**src/rtl/fetch_seq_pkg.sv**
```systemverilog
// Shared encodings for the instruction-fetch sequencer: branch decisions,
// FSM states and reset defaults.
package fetch_seq_pkg;

    typedef enum logic [1:0] {
        BC_JALR  = 2'd0,
        BC_TAKEN = 2'd1,
        BC_SEQ   = 2'd2
    } b_ctrl_e;

    typedef enum logic [1:0] {
        ST_FETCH = 2'd0,
        ST_WAIT  = 2'd1,
        ST_HOLD  = 2'd2
    } fetch_state_e;

    localparam logic [31:0] DEFAULT_RESET_PC = 32'h0000_0000;
    localparam int unsigned DEFAULT_PC_STEP  = 4;

endpackage

```
**src/rtl/fetch_seq_redirect_unit.sv**
```systemverilog
// Combinational redirect decode: target select, JALR bit0 mask and
// word-alignment check of the resolved branch.
module redirect_unit
    import fetch_seq_pkg::*;
(
    input  logic        br_valid,
    input  logic [1:0]  b_ctrl,
    input  logic [31:0] br_target,
    input  logic [31:0] jalr_target,
    output logic        redir,
    output logic        misalign,
    output logic [31:0] target
);

    logic is_event;

    always_comb begin
        is_event = br_valid && ((b_ctrl == BC_JALR) || (b_ctrl == BC_TAKEN));
        target   = (b_ctrl == BC_JALR) ? {jalr_target[31:1], 1'b0} : br_target;
        redir    = is_event && (target[1:0] == 2'b00);
        misalign = is_event && (target[1:0] != 2'b00);
    end

endmodule

```
**src/rtl/fetch_seq.sv**
```systemverilog
// Instruction-fetch sequencer: owns the PC, issues single-outstanding imem
// requests, holds fetched instructions under stall and handles redirects.
module fetch_seq
    import fetch_seq_pkg::*;
#(
    parameter logic [31:0] RESET_PC = DEFAULT_RESET_PC,
    parameter int unsigned PC_STEP  = DEFAULT_PC_STEP
) (
    input  logic        clk,
    input  logic        rst_n,
    input  logic        br_valid,
    input  logic [1:0]  b_ctrl,
    input  logic [31:0] br_target,
    input  logic [31:0] jalr_target,
    input  logic        stall,
    output logic        imem_req_valid,
    input  logic        imem_req_ready,
    output logic [31:0] imem_addr,
    input  logic        imem_rsp_valid,
    input  logic [31:0] imem_rsp_data,
    output logic        if_valid,
    output logic [31:0] if_pc,
    output logic [31:0] if_instr,
    output logic        flush,
    output logic        misalign_err
);

    fetch_state_e state, state_nxt;
    logic [31:0]  pc, pc_nxt;
    logic [31:0]  req_pc, req_pc_nxt;
    logic [31:0]  pend_pc, pend_pc_nxt;
    logic         pend_valid, pend_valid_nxt;
    logic         drop, drop_nxt;
    logic         if_valid_nxt;
    logic [31:0]  if_pc_nxt, if_instr_nxt;
    logic         flush_nxt, misalign_nxt;

    logic         redir, misalign;
    logic [31:0]  target;
    logic         accept;

    redirect_unit u_redirect (
        .br_valid    (br_valid),
        .b_ctrl      (b_ctrl),
        .br_target   (br_target),
        .jalr_target (jalr_target),
        .redir       (redir),
        .misalign    (misalign),
        .target      (target)
    );

    assign imem_req_valid = rst_n && (state == ST_FETCH);
    assign imem_addr      = pc;
    assign accept         = imem_req_valid && imem_req_ready;

    always_comb begin
        state_nxt      = state;
        pc_nxt         = pc;
        req_pc_nxt     = req_pc;
        pend_valid_nxt = pend_valid;
        pend_pc_nxt    = pend_pc;
        drop_nxt       = drop;
        if_valid_nxt   = if_valid && stall;
        if_pc_nxt      = if_pc;
        if_instr_nxt   = if_instr;
        flush_nxt      = redir;
        misalign_nxt   = misalign;

        case (state)
            ST_FETCH: begin
                if (accept) begin
                    req_pc_nxt     = pc;
                    pend_valid_nxt = 1'b0;
                    state_nxt      = ST_WAIT;
                    if (redir) begin
                        pc_nxt   = target;
                        drop_nxt = 1'b1;
                    end else begin
                        pc_nxt   = pend_valid ? pend_pc : pc + 32'(PC_STEP);
                        drop_nxt = pend_valid;
                    end
                end else if (redir) begin
                    // The un-accepted request keeps its address; its response is dropped later.
                    pend_valid_nxt = 1'b1;
                    pend_pc_nxt    = target;
                end
            end
            ST_WAIT: begin
                if (imem_rsp_valid) begin
                    drop_nxt  = 1'b0;
                    state_nxt = ST_FETCH;
                    if (redir) begin
                        pc_nxt = target;
                    end else if (!drop) begin
                        if_valid_nxt = 1'b1;
                        if_pc_nxt    = req_pc;
                        if_instr_nxt = imem_rsp_data;
                        state_nxt    = stall ? ST_HOLD : ST_FETCH;
                    end
                end else if (redir) begin
                    pc_nxt   = target;
                    drop_nxt = 1'b1;
                end
            end
            ST_HOLD: begin
                if (redir) begin
                    pc_nxt    = target;
                    state_nxt = ST_FETCH;
                end else if (!stall) begin
                    state_nxt = ST_FETCH;
                end
            end
            default: state_nxt = ST_FETCH;
        endcase

        if (redir) if_valid_nxt = 1'b0;
    end

    always_ff @(posedge clk or negedge rst_n) begin
        if (!rst_n) begin
            state        <= ST_FETCH;
            pc           <= RESET_PC;
            req_pc       <= '0;
            pend_valid   <= 1'b0;
            pend_pc      <= '0;
            drop         <= 1'b0;
            if_valid     <= 1'b0;
            if_pc        <= '0;
            if_instr     <= '0;
            flush        <= 1'b0;
            misalign_err <= 1'b0;
        end else begin
            state        <= state_nxt;
            pc           <= pc_nxt;
            req_pc       <= req_pc_nxt;
            pend_valid   <= pend_valid_nxt;
            pend_pc      <= pend_pc_nxt;
            drop         <= drop_nxt;
            if_valid     <= if_valid_nxt;
            if_pc        <= if_pc_nxt;
            if_instr     <= if_instr_nxt;
            flush        <= flush_nxt;
            misalign_err <= misalign_nxt;
        end
    end

endmodule

```
**config.mk**
```make
export PLATFORM = sky130hd
export DESIGN_NAME = fetch_seq
export DESIGN_NICKNAME = d
export VERILOG_FILES = /design/src/rtl/fetch_seq_pkg.sv /design/src/rtl/fetch_seq_redirect_unit.sv /design/src/rtl/fetch_seq.sv
export SDC_FILE = /design/constraint.sdc
export NUM_CORES = 1
export LEC_CHECK = 0
export CELL_PAD_IN_SITES_DETAIL_PLACEMENT = 0
export CELL_PAD_IN_SITES_GLOBAL_PLACEMENT = 1
export CORE_MARGIN = 2
export CORE_UTILIZATION = 42
export CTS_BUF_LIST = sky130_fd_sc_hd__clkbuf_4
export DETAILED_ROUTE_END_ITERATION = 16
export GPL_ROUTABILITY_DRIVEN = 0
export PLACE_DENSITY = 0.95
export SKIP_CTS_REPAIR_TIMING = 1
export SYNTH_ARGS = -nofsm -noshare
export SYNTH_HDL_FRONTEND = slang
export SYNTH_SLANG_ARGS = --single-unit
```
**constraint.sdc**
```tcl
create_clock -name clk -period 4.7 [get_ports clk]
set_clock_uncertainty 0.1 [all_clocks]
set_input_delay 0.94 -clock clk [delete_from_list [all_inputs] [get_ports clk]]
set_output_delay 0.94 -clock clk [all_outputs]
set_load 0.02 [all_outputs]
```
; ---- After elaboration in Yosys (flattened, before gate mapping)
; Index checks and enable logic that the tools add are counted.
[totals]
ff_bits = 167
in_bits = 104
out_inout_bits = 100
elab_cells = 67
[classes]
add_sub_neg = 1
eq_ne = 8
n_mux = 24
bitwise = 3
n_reduce_logical = 20
[op_table]
columns = operator, count
row1 = 2-to-1 mux 32 bit, 5
row2 = one-hot mux 32 bit (2 select lines), 1
row3 = "adder 32 x 3 -> 32 bit, second input constant", 1
row4 = 2-to-1 mux 2 bit, 7
row5 = AND reduction 3 bit, 4
row6 = 2-to-1 mux 1 bit, 9
row7 = logical AND 1 bit, 6
row8 = logical NOT 2 bit, 3
row9 = "!= test 3 bit, second input constant", 2
row10 = one-hot mux 2 bit (3 select lines), 1
row11 = nonzero test 2 bit, 3
row12 = "equality test 2 x 1 -> 1 bit, second input constant", 2
row13 = "!= test 2 bit, second input constant", 2
row14 = AND reduction 4 bit, 1
row15 = NOT 1 bit, 3
row16 = "equality test 2 bit, second input constant", 1
row17 = "!= test 2 x 1 -> 1 bit, second input constant", 1
row18 = one-hot mux 1 bit (2 select lines), 1
row19 = AND reduction 2 bit, 1
row20 = OR reduction 2 bit, 1
row21 = logical OR 1 bit, 1

; ---- Longest topological paths before layout
; Gate-level depths: netlist of run 1.
[logic_depth]
ltp_word = 7
ltp_mapped = 9
depth_no_buf = 7

; ---- Hierarchy
; Synthesis of run 1 repeated with hierarchy kept, for this count alone.
[hier_totals]
cells_unflattened = 644
hier_area_um2 = 7881.3
[by_module_without_submodules]
columns = module, instances, cells_per_inst, area_per_inst_um2, seq_area_each_um2
row1 = fetch_seq, 1, 603, 7440.9, 4179.0
row2 = redirect_unit, 1, 41, 440.4, 0.0

; ---- Worst setup path before layout of run 1
; OpenSTA, ideal clock, no wires.
[synth_timing]
kind = input -> register
from = input port b_ctrl[0]
to = register if_instr[10]
setup_time_ns = 0.125
arrival_time_ns = 2.413
required_time_ns = 4.475
path_slack_ns = 2.063
path_stages = 7
n_path_buf = 2
path_cell_list = nand2b_1 > nand3_2 > inv_2 > nor4b_1 > buf_2 > buf_2 > mux2_2
[synth_via]
elab_chain_cells = 6
elab_cells_between_ends = 9
classes_between = eq/ne: 1 / mux: 1 / bitwise: 1 / reduce/logical: 6
[synth_rtl]
columns = item, line_no
row1 = "start, declared", fetch_seq.sv:12  ; input logic [1:0] b_ctrl,
row2 = logical NOT 2 bit or equality test 2 x 1 -> 1 bit (tied branches), "fetch_seq_redirect_unit.sv:18, fetch_seq_redirect_unit.sv:19"
row3 = 2-to-1 mux 32 bit or logical OR 1 bit (tied branches), "fetch_seq_redirect_unit.sv:19, fetch_seq_redirect_unit.sv:18"
row4 = logical NOT 2 bit or logical AND 1 bit (tied branches), "fetch_seq_redirect_unit.sv:20, fetch_seq_redirect_unit.sv:18"
row5 = logical AND 1 bit *, fetch_seq_redirect_unit.sv:20  ; redir = is_event && (target[1:0] == 2'b00);
row6 = NOT 1 bit (no line) *, --
row7 = AND reduction 4 bit (no line) *, --
row8 = "end signal, assigned", fetch_seq.sv:141  ; if_instr <= if_instr_nxt;
row9 = "end, declared", fetch_seq.sv:23  ; output logic [31:0] if_instr,
; Mark *: on every way between the ends. The rest lies on a longest branch, timed or not.
; A chain may end at the register's enable or synchronous reset.

; ---- Worst setup path in the final report of run 1
[layout_timing]
from = register state[1]
to = output port imem_req_valid
[layout_via]
elab_chain_cells = 2
[layout_rtl]
columns = item, line_no
row1 = "start, declared", fetch_seq.sv:28  ; fetch_state_e state, state_nxt;
row2 = "start signal, assigned", fetch_seq.sv:133  ; state <= state_nxt;
row3 = logical NOT 2 bit, fetch_seq.sv:52  ; assign imem_req_valid = rst_n && (state == ST_FETCH);
row4 = logical AND 1 bit, fetch_seq.sv:52
row5 = "end, declared", fetch_seq.sv:16  ; output logic imem_req_valid,
; Every way passes these cells.

==> results list, run 1 <==
- Cell at the root of the clock tree: clkbuf_4
- Of the total synthesized cell area, the portion taken by full adders, half adders and majority gates is 0.007894.
* Synthesized net count: roughly 820
* Via count: roughly 6.3k
* Worst Path Required: ~3.7 ns
* Post-synthesis compound-gate area fraction: 0.1238
* Worst flop-to-flop path startpoint: state[0]$_DFFE_PN0P_
- Num Clock Sinks: approximately 170
* Number of buffers inserted during clock tree synthesis: 17
* Share of final-layout standard cells stronger than drive strength 1: 0.1698
- The final count of pins violating max slew was 0.
- By count the netlist is led by dfrtp_1 (167), mux2_2 (95), nand2_1 (68), o21ai_0 (62), a21oi_1 (35).
* Worst slew pin tran: 0.8604 ns
- Dominant cell type by area after synthesis: dfrtp_1
- Antenna violations before repair: 1
* Distinct cell type count after synthesis: 61
- The clock passes through at most 2 buffers.
- Endpoint type of the worst setup path: primary output
- The share of the Yosys chip area taken by registers is 0.5273.
- Setup repair after global routing missed its margin: false
* Final ANT Viol Nets: 0
- In the routed design, unresolved DRC markers number 0.
- Entering global routing, the biggest net connects 70 pins.
* Ys async rst share: 1.000
* Slack of the worst reg-to-reg path: roughly 1.9 ns
- Dividing total power by cell area gives a power density of 675.5 mW/mm^2.
- The region available for standard cell placement spans about 0.019 mm^2.
- After synthesis, the largest family of logic cells by area is multiplexers.
* DIE HEIGHT: 141.4 um
* Net switching fraction of the power: 0.4166
- The first global-routing pass estimated 32770 um of wire.
* Number of enable-type register cells in the synthesized netlist: 0
- I/O Buffers: about 200
- Internal Pwr Total: roughly 4100 uW
* Critical path's top delay family: buffers and inverters
- Among all stages on the critical path, the largest delay is contributed by clkdlybuf4s50_1.
- Mux cell area share after synthesis: 0.1754
- At the worst endpoint, the arrival time is 2.24 ns.
- The tightest min-delay check is of the in -> async type.
* # setup viols final: 0
- The clock period could shrink to roughly 3.3 ns.
- Number of standard cells in the final layout excluding fillers: about 1.1k
- Ratio of routed vias to standard cells: between 5 and 6
* Mapped Area: 0.007925 mm^2
* Post-synthesis register bit count: ~170
- Sorting the synthesized cells by area gives the leading types as dfrtp_1 (53%), mux2_2 (13%), mux2i_1 (4.0%).
- Length in cells of the worst reg-to-reg path: 7
* DIE AREA: approximately 0.020 mm^2
- For this run, the slowest stage of the critical path takes between 0.6 and 0.7 ns.
- around 200 I/O pins were placed.
* Result of the run: completed
* XOR/XNOR share of the synthesized area: 0.01326
- Relative contribution of combinational cells to total power: 0.504
* Inst Count DP: 1115
* Cell count after synthesis: between 700 and 800
* Kind of start point of the critical path: register
- Fin crit share: 0.6973
* Net switching component of the power: ~2900 uW
* Number of cell rows: 50
* Kind of critical path: reg -> out
* Number of global-route vias before repair: about 6.0k
* Area growth from synthesis to layout: 30.72%
* Worst-case headroom to the max-slew limit: 0.4243
* Cells traversed along the worst timing path: inv_1, ha_1, and2_1, clkdlybuf4s50_1
* Setup TNS: 0 ns
- The critical path crosses 4 cells after its start point.
* Htree depth: 4
- Together, buffers and inverters on the worst path number 2.
- Register share of total power: 0.387
- For this block, the routed nets add up to roughly 21000 um of wire.
* Cell area reported after detailed placement: ~0.010 mm^2
* Timing startpoint of the critical path: state[1]$_DFFE_PN0P_
- Placed wire-length estimate after detailed placement: 14710 um
- Clock-pin slew was measured on the worst setup and hold paths at between 0.1 and 0.15 ns.
- Summing all non-filler instances in the final layout gives an area of 0.01036 mm^2.
- Based on the critical path, the design can be clocked at up to between 300 and 400 MHz.
* Most instantiated library cell after synthesis: dfrtp_1
- Total gr overflow: 0
- The first routing iteration left between 400 and 500 violations.
- Share of synthesized cell area in and, or, nand and nor gates: 0.1141
* Number of maximum-capacitance constraint violations: 0
- Warning count from the yosys run: 0
- Top FF cell, synth: dfrtp_1
- After detailed routing, the average wire length per cell comes to about 18 um.
- Count of nets after finishing: just over 1k
* Number of search-and-repair iterations in the first detailed-routing pass: 5
* Starting density of the core: 0.4265
- The worst register-to-register path ends at imem_addr[11]$_DFFE_PN0P_.
* Largest fanout on the critical path: 7
- TritonCTS built the clock tree.
* Per-instance average area after synthesis: between 10 and 15 um^2
* Portion of total power attributed to the clock network: 0.109
* Final number of hold-violating endpoints: 0
- The share of synthesized area in the top cell type comes to 0.5273.
- The die is ~140 um wide.
- Summed over all cells, the static leakage comes to between 0.004 and 0.005 uW.
- VDD sags by at most ~0.37 mV.
- Clock latency on the worst-skew pair: about 0.57 ns
* Overall fraction of global-route tracks in use: 0.2109
## per-layer routing
metal | global-route usage | wire length, um | part of all wire | up-vias
met4 | 0.07105 | 365 | 0.018 | 0
met3 | 0.04185 | 1594 | 0.078 | 24
li1 | - | - | - | 2950
met1 | 0.2989 | 9099 | 0.44 | 3009
met2 | 0.3263 | 9504 | 0.46 | 281
met5 | 0 | 0 | 0 | -
## metrics by stage
stage | total power (uW) | hold slack, ns | utilization | setup slack (ns)
5_1_grt | 7468 | 0.1857 | 0.5576 | 1.264
3_3_place_gp | 6171 | 0.3569 | 0.5444 | 1.183
6_report | 6998 | 0.1776 | 0.5576 | 1.423
3_5_place_dp | 6278 | 0.3657 | 0.5444 | 1.137
4_1_cts | 7044 | 0.1540 | 0.5574 | 1.377
2_1_floorplan | 4791 | 0.3444 | - | 2.063
## cell usage in the layout, fill, tap and decap left out, types with 3 or more instances in the layout
cell             netlist  final
clkinv_1               0      4
and3_1                 3      3
a211oi_1               3      3
nor3_1                10     10
mux2i_1               32     32
clkinv_4               0      3
a221o_1                4      4
nor4_1                 7      7
clkdlybuf4s50_1        0    201
o21ai_0               62     62
xor2_1                 6      6
and2_1                 8      8
a22o_1                 3      3
o2bb2ai_1              4      4
a31oi_1                5      5
clkbuf_4               0     17
clkinv_2               0      4
buf_4                  2     13
o211ai_1               4      4
dfrtp_1              167    167
nand3_2                2      4
clkinvlp_4             0      3
ha_1                   5      5
nand2b_1               3      3
xnor2_1                6      6
nand2_1               68     68
a2bb2oi_1              5      5
a21oi_1               35     35
mux2_2                95     95
inv_1                 13     13
nand3_1               20     18
nor2b_1                3      3
nand4_1               15     15
o31ai_1                5      5
a21o_1                 6      6
a21boi_0               3      3
nor2_1                31     30
## cells by family (layout without fill, tap and decap cells)
kind of cell,Yosys count,in the layout
adders and majority gates,5,5
DFF,167,167
and+or+nand+nor,183,183
muxes,127,127
other,0,1
xor gates and xnor gates,12,12
AOI/OAI and AO/OA,158,158
buffers and inverters,58,261
## area by class of cell
cell class	instances	area, um^2
Fill cell	1662	8220
Sequential cell	167	4179
Multi-Input combinational cell	485	3471
Timing Repair Buffer	215	2121
Tap cell	234	292.8
Clock buffer	17	127.6
Clock inverter	15	113.9
Inverter	14	52.55
Antenna cell	1	2.502
## power groups by stage
stage | Clock, uW | Combinational (uW) | Sequential (uW)
after CTS | 788 | 3550 | 2700
after global placement | 0 | 3470 | 2700
final | 764 | 3530 | 2710
after floorplan | 0 | 1760 | 3040
after global routing | 841 | 3830 | 2800
after detailed placement | 0 | 3540 | 2740
## worst max-delay path by stage
| stage | endpoint | slack (ns) |
|---|---|---|
| finish | imem_req_valid | 1.42 |
| global route | imem_req_valid | 1.26 |
| CTS | imem_req_valid | 1.38 |
| detailed placement | if_instr[2]$_DFFE_PN0P_ | 1.14 |
| global placement | if_instr[3]$_DFFE_PN0P_ | 1.18 |
| floorplan | if_instr[10]$_DFFE_PN0P_ | 2.06 |
## registers in the layout, summed over array words and instances, names as in the netlist
signal	cells
misalign_err	1
if_valid	1
drop	1
pend_valid	1
req_pc	32
pend_pc	32
imem_addr	32
if_pc	32
state	2
flush	1
if_instr	32
No activity file was read; power rests on OpenSTA's default activity.
==> run 2: changes to the inputs <==
CORE_UTILIZATION = 36   (was 42)
PLACE_DENSITY = 0.9   (was 0.95)
clock period = 2.7 ns   (was 4.7 ns; I/O delays follow)
==> results list, run 2 (synthesized netlist as in run 1, its figures left out) <==
- The run finished with clean final reports.
- The worst path needs about 2.5 ns of the cycle, external delays included.
* Cell area reported after detailed placement: ~0.011 mm^2
- Crit path buffers/inverters: 1
* Static leakage: between 0.004 and 0.005 uW
- The library cells used most frequently in the layout, excluding fill and tap cells, are clkdlybuf4s50_1 (200), dfrtp_1 (167), mux2_2 (95), nand2_1 (68), o21ai_0 (62).
- The path class of the tightest hold or removal check is reg -> reg.
- Worst Hold Path Cells: 2
* Core Box Area: approximately 0.022 mm^2
* Largest net degree at the start of global routing: 64
- Final ANT Viol Nets: 0
- Master of the slowest instance on the critical path: clkdlybuf4s50_1
- The count of buffers added on input and output ports is between 200 and 250.
* Net switching fraction of the power: 0.4042
* Global-route wire length before repair: ~35000 um
- Setup repair after global routing missed its margin: false
* Width of the die: 152.4 um
- Share of final-layout standard cells stronger than drive strength 1: 0.2115
- Via count: roughly 6.4k
- CTS placed an instance of clkbuf_4 at the clock tree root.
- Portion of total power attributed to the clock network: 0.125
* Worst path arrival time: ~1.9 ns
* Num Clock Sinks: about 170
- Net switching component of the power: ~5200 uW
- Post-CTS clock slew at the launch and capture registers of the worst setup and hold paths: between 0.1 and 0.15 ns
- Clock buffer depth: 2
- Buffers inserted during clock tree synthesis total 17.
- Total number of cells along the worst setup path: 1
* Max Slew Vio Count: 0
* Most common cell after layout, fill and taps aside: clkdlybuf4s50_1
* # setup viols final: 0
* Endpoint type of the worst setup path: primary output
- Slowest Stage Delay on Critical Path: around 0.69 ns
- In the final design database the tool counted about 1.1k nets.
* Starting density of the core: 0.3654
- Register share of total power: 0.353
- Number of maximum-capacitance constraint violations: 0
- For this run, the detailed router's first-pass iteration total came to 5.
- For this run, the top clock speed supported by timing is ~400 MHz.
- The initial antenna violation count came to 2.
- TritonCTS built the clock tree.
- Internal power comes to around 7700 uW.
- Kind of start point of the critical path: register
- In this run the count of I/O pins placed on the die edge is a little over 200.
- In this run the power density over the cells is ~1200 mW/mm^2.
* DIE HEIGHT: between 150 and 200 um
* Worst-case vdd ir drop: 0.3614 mV
- In this run the worst path has a maximum fanout of 7.
* DRC: 0
- Summed over all nets, the half-perimeter wirelength after detailed placement is 16230 um.
* Overall fraction of global-route tracks in use: 0.1910
- Worst-case headroom to the max-slew limit: 0.5038
- Initial drt markers: approximately 450
- In the final routed layout, each cell accounts on average for 17.63 um.
- Dividing the detail-routed via count by the number of cells gives roughly 5.2.
* Number of cell rows: 54
- Among cell families on the critical path, the largest total delay comes from buffers and inverters.
- Kind of critical path: reg -> out
* Clock latency on the worst-skew pair: 0.58 ns
* Fin worst setup slack: roughly 0.20 ns
* Post-placement setup slack: -0.006562 ns
- Fin crit share: 0.9261
- Worst slew pin tran: between 0.7 and 0.8 ns
* Total Wirelength: approximately 22000 um
* Cells traversed along the worst timing path: clkdlybuf4s50_1
* Htree depth: 4
* Length in cells of the worst reg-to-reg path: 5
- The die covers around 0.023 mm^2.
- Once placement completed, the tool counted placed cells totaling ~1.2k.
- After global routing the overflow that remains totals 0.
* Worst Path Required: 2.06 ns
- The final number of hold-violating endpoints was 0.
* Relative contribution of combinational cells to total power: 0.522
* Number of global-route vias before repair: between 6k and 7k
* Area growth from synthesis to layout: 38.27%
* Total non-filler cell area in the finished layout: about 0.011 mm^2
- The finished layout holds between 1k and 1.5k standard cells, fillers aside.
run 2: cell type report:
class / instances / area (um^2)
inverter: 14 / 52.55
timing repair buffer: 257 / 2566
multi-input combinational: 485 / 3480
antenna: 2 / 5.005
clock buffer: 17 / 127.6
fill: 1973 / 10730
sequential: 167 / 4179
tap: 280 / 350.3
clock inverter: 15 / 197.7
run 2: metal layers:
layer / GRT usage / part of all wire
met1: 0.2509 / 0.45
met2: 0.3130 / 0.47
met3: 0.04352 / 0.054
met4: 0.06453 / 0.017
met5: 0 / 0
run 2: power groups by stage:
stage	clock [uW]	sequential [uW]	combinational (uW)
CTS	1670	4580	6790
global route	1760	4750	7310
finish	1620	4570	6750
floorplan	0	5280	3060
global placement	0	4570	6640
detailed placement	0	4640	6760
run 2: final timing paths:
check	start	endpoint	slack [ns]
hold / removal	pend_pc[10]$_DFFE_PN0P_	pend_pc[10]$_DFFE_PN0P_	0.40
setup reg to reg	imem_addr[4]$_DFFE_PN0P_	imem_addr[31]$_DFFE_PN0P_	0.24
min in group asynchronous	rst_n	if_valid$_DFF_PN0_	0.61
hold reg to reg	pend_pc[10]$_DFFE_PN0P_	pend_pc[10]$_DFFE_PN0P_	0.40
max in group asynchronous	rst_n	imem_addr[8]$_DFFE_PN0P_	0.63
setup / recovery	imem_addr[14]$_DFFE_PN0P_	imem_addr[14]	0.20
run 2: stage by stage:
step	util	hold slack (ns)	power [uW]	setup TNS (ns)
final	0.5053	0.3955	12940	0
after global routing	0.5053	0.4192	13820	0
after CTS	0.5043	-0.04060	13040	-0.2271
after detailed placement	0.4893	0.3656	11400	-0.01368
after global placement	0.4893	0.3564	11210	0
after floorplan	-	0.1444	8339	0
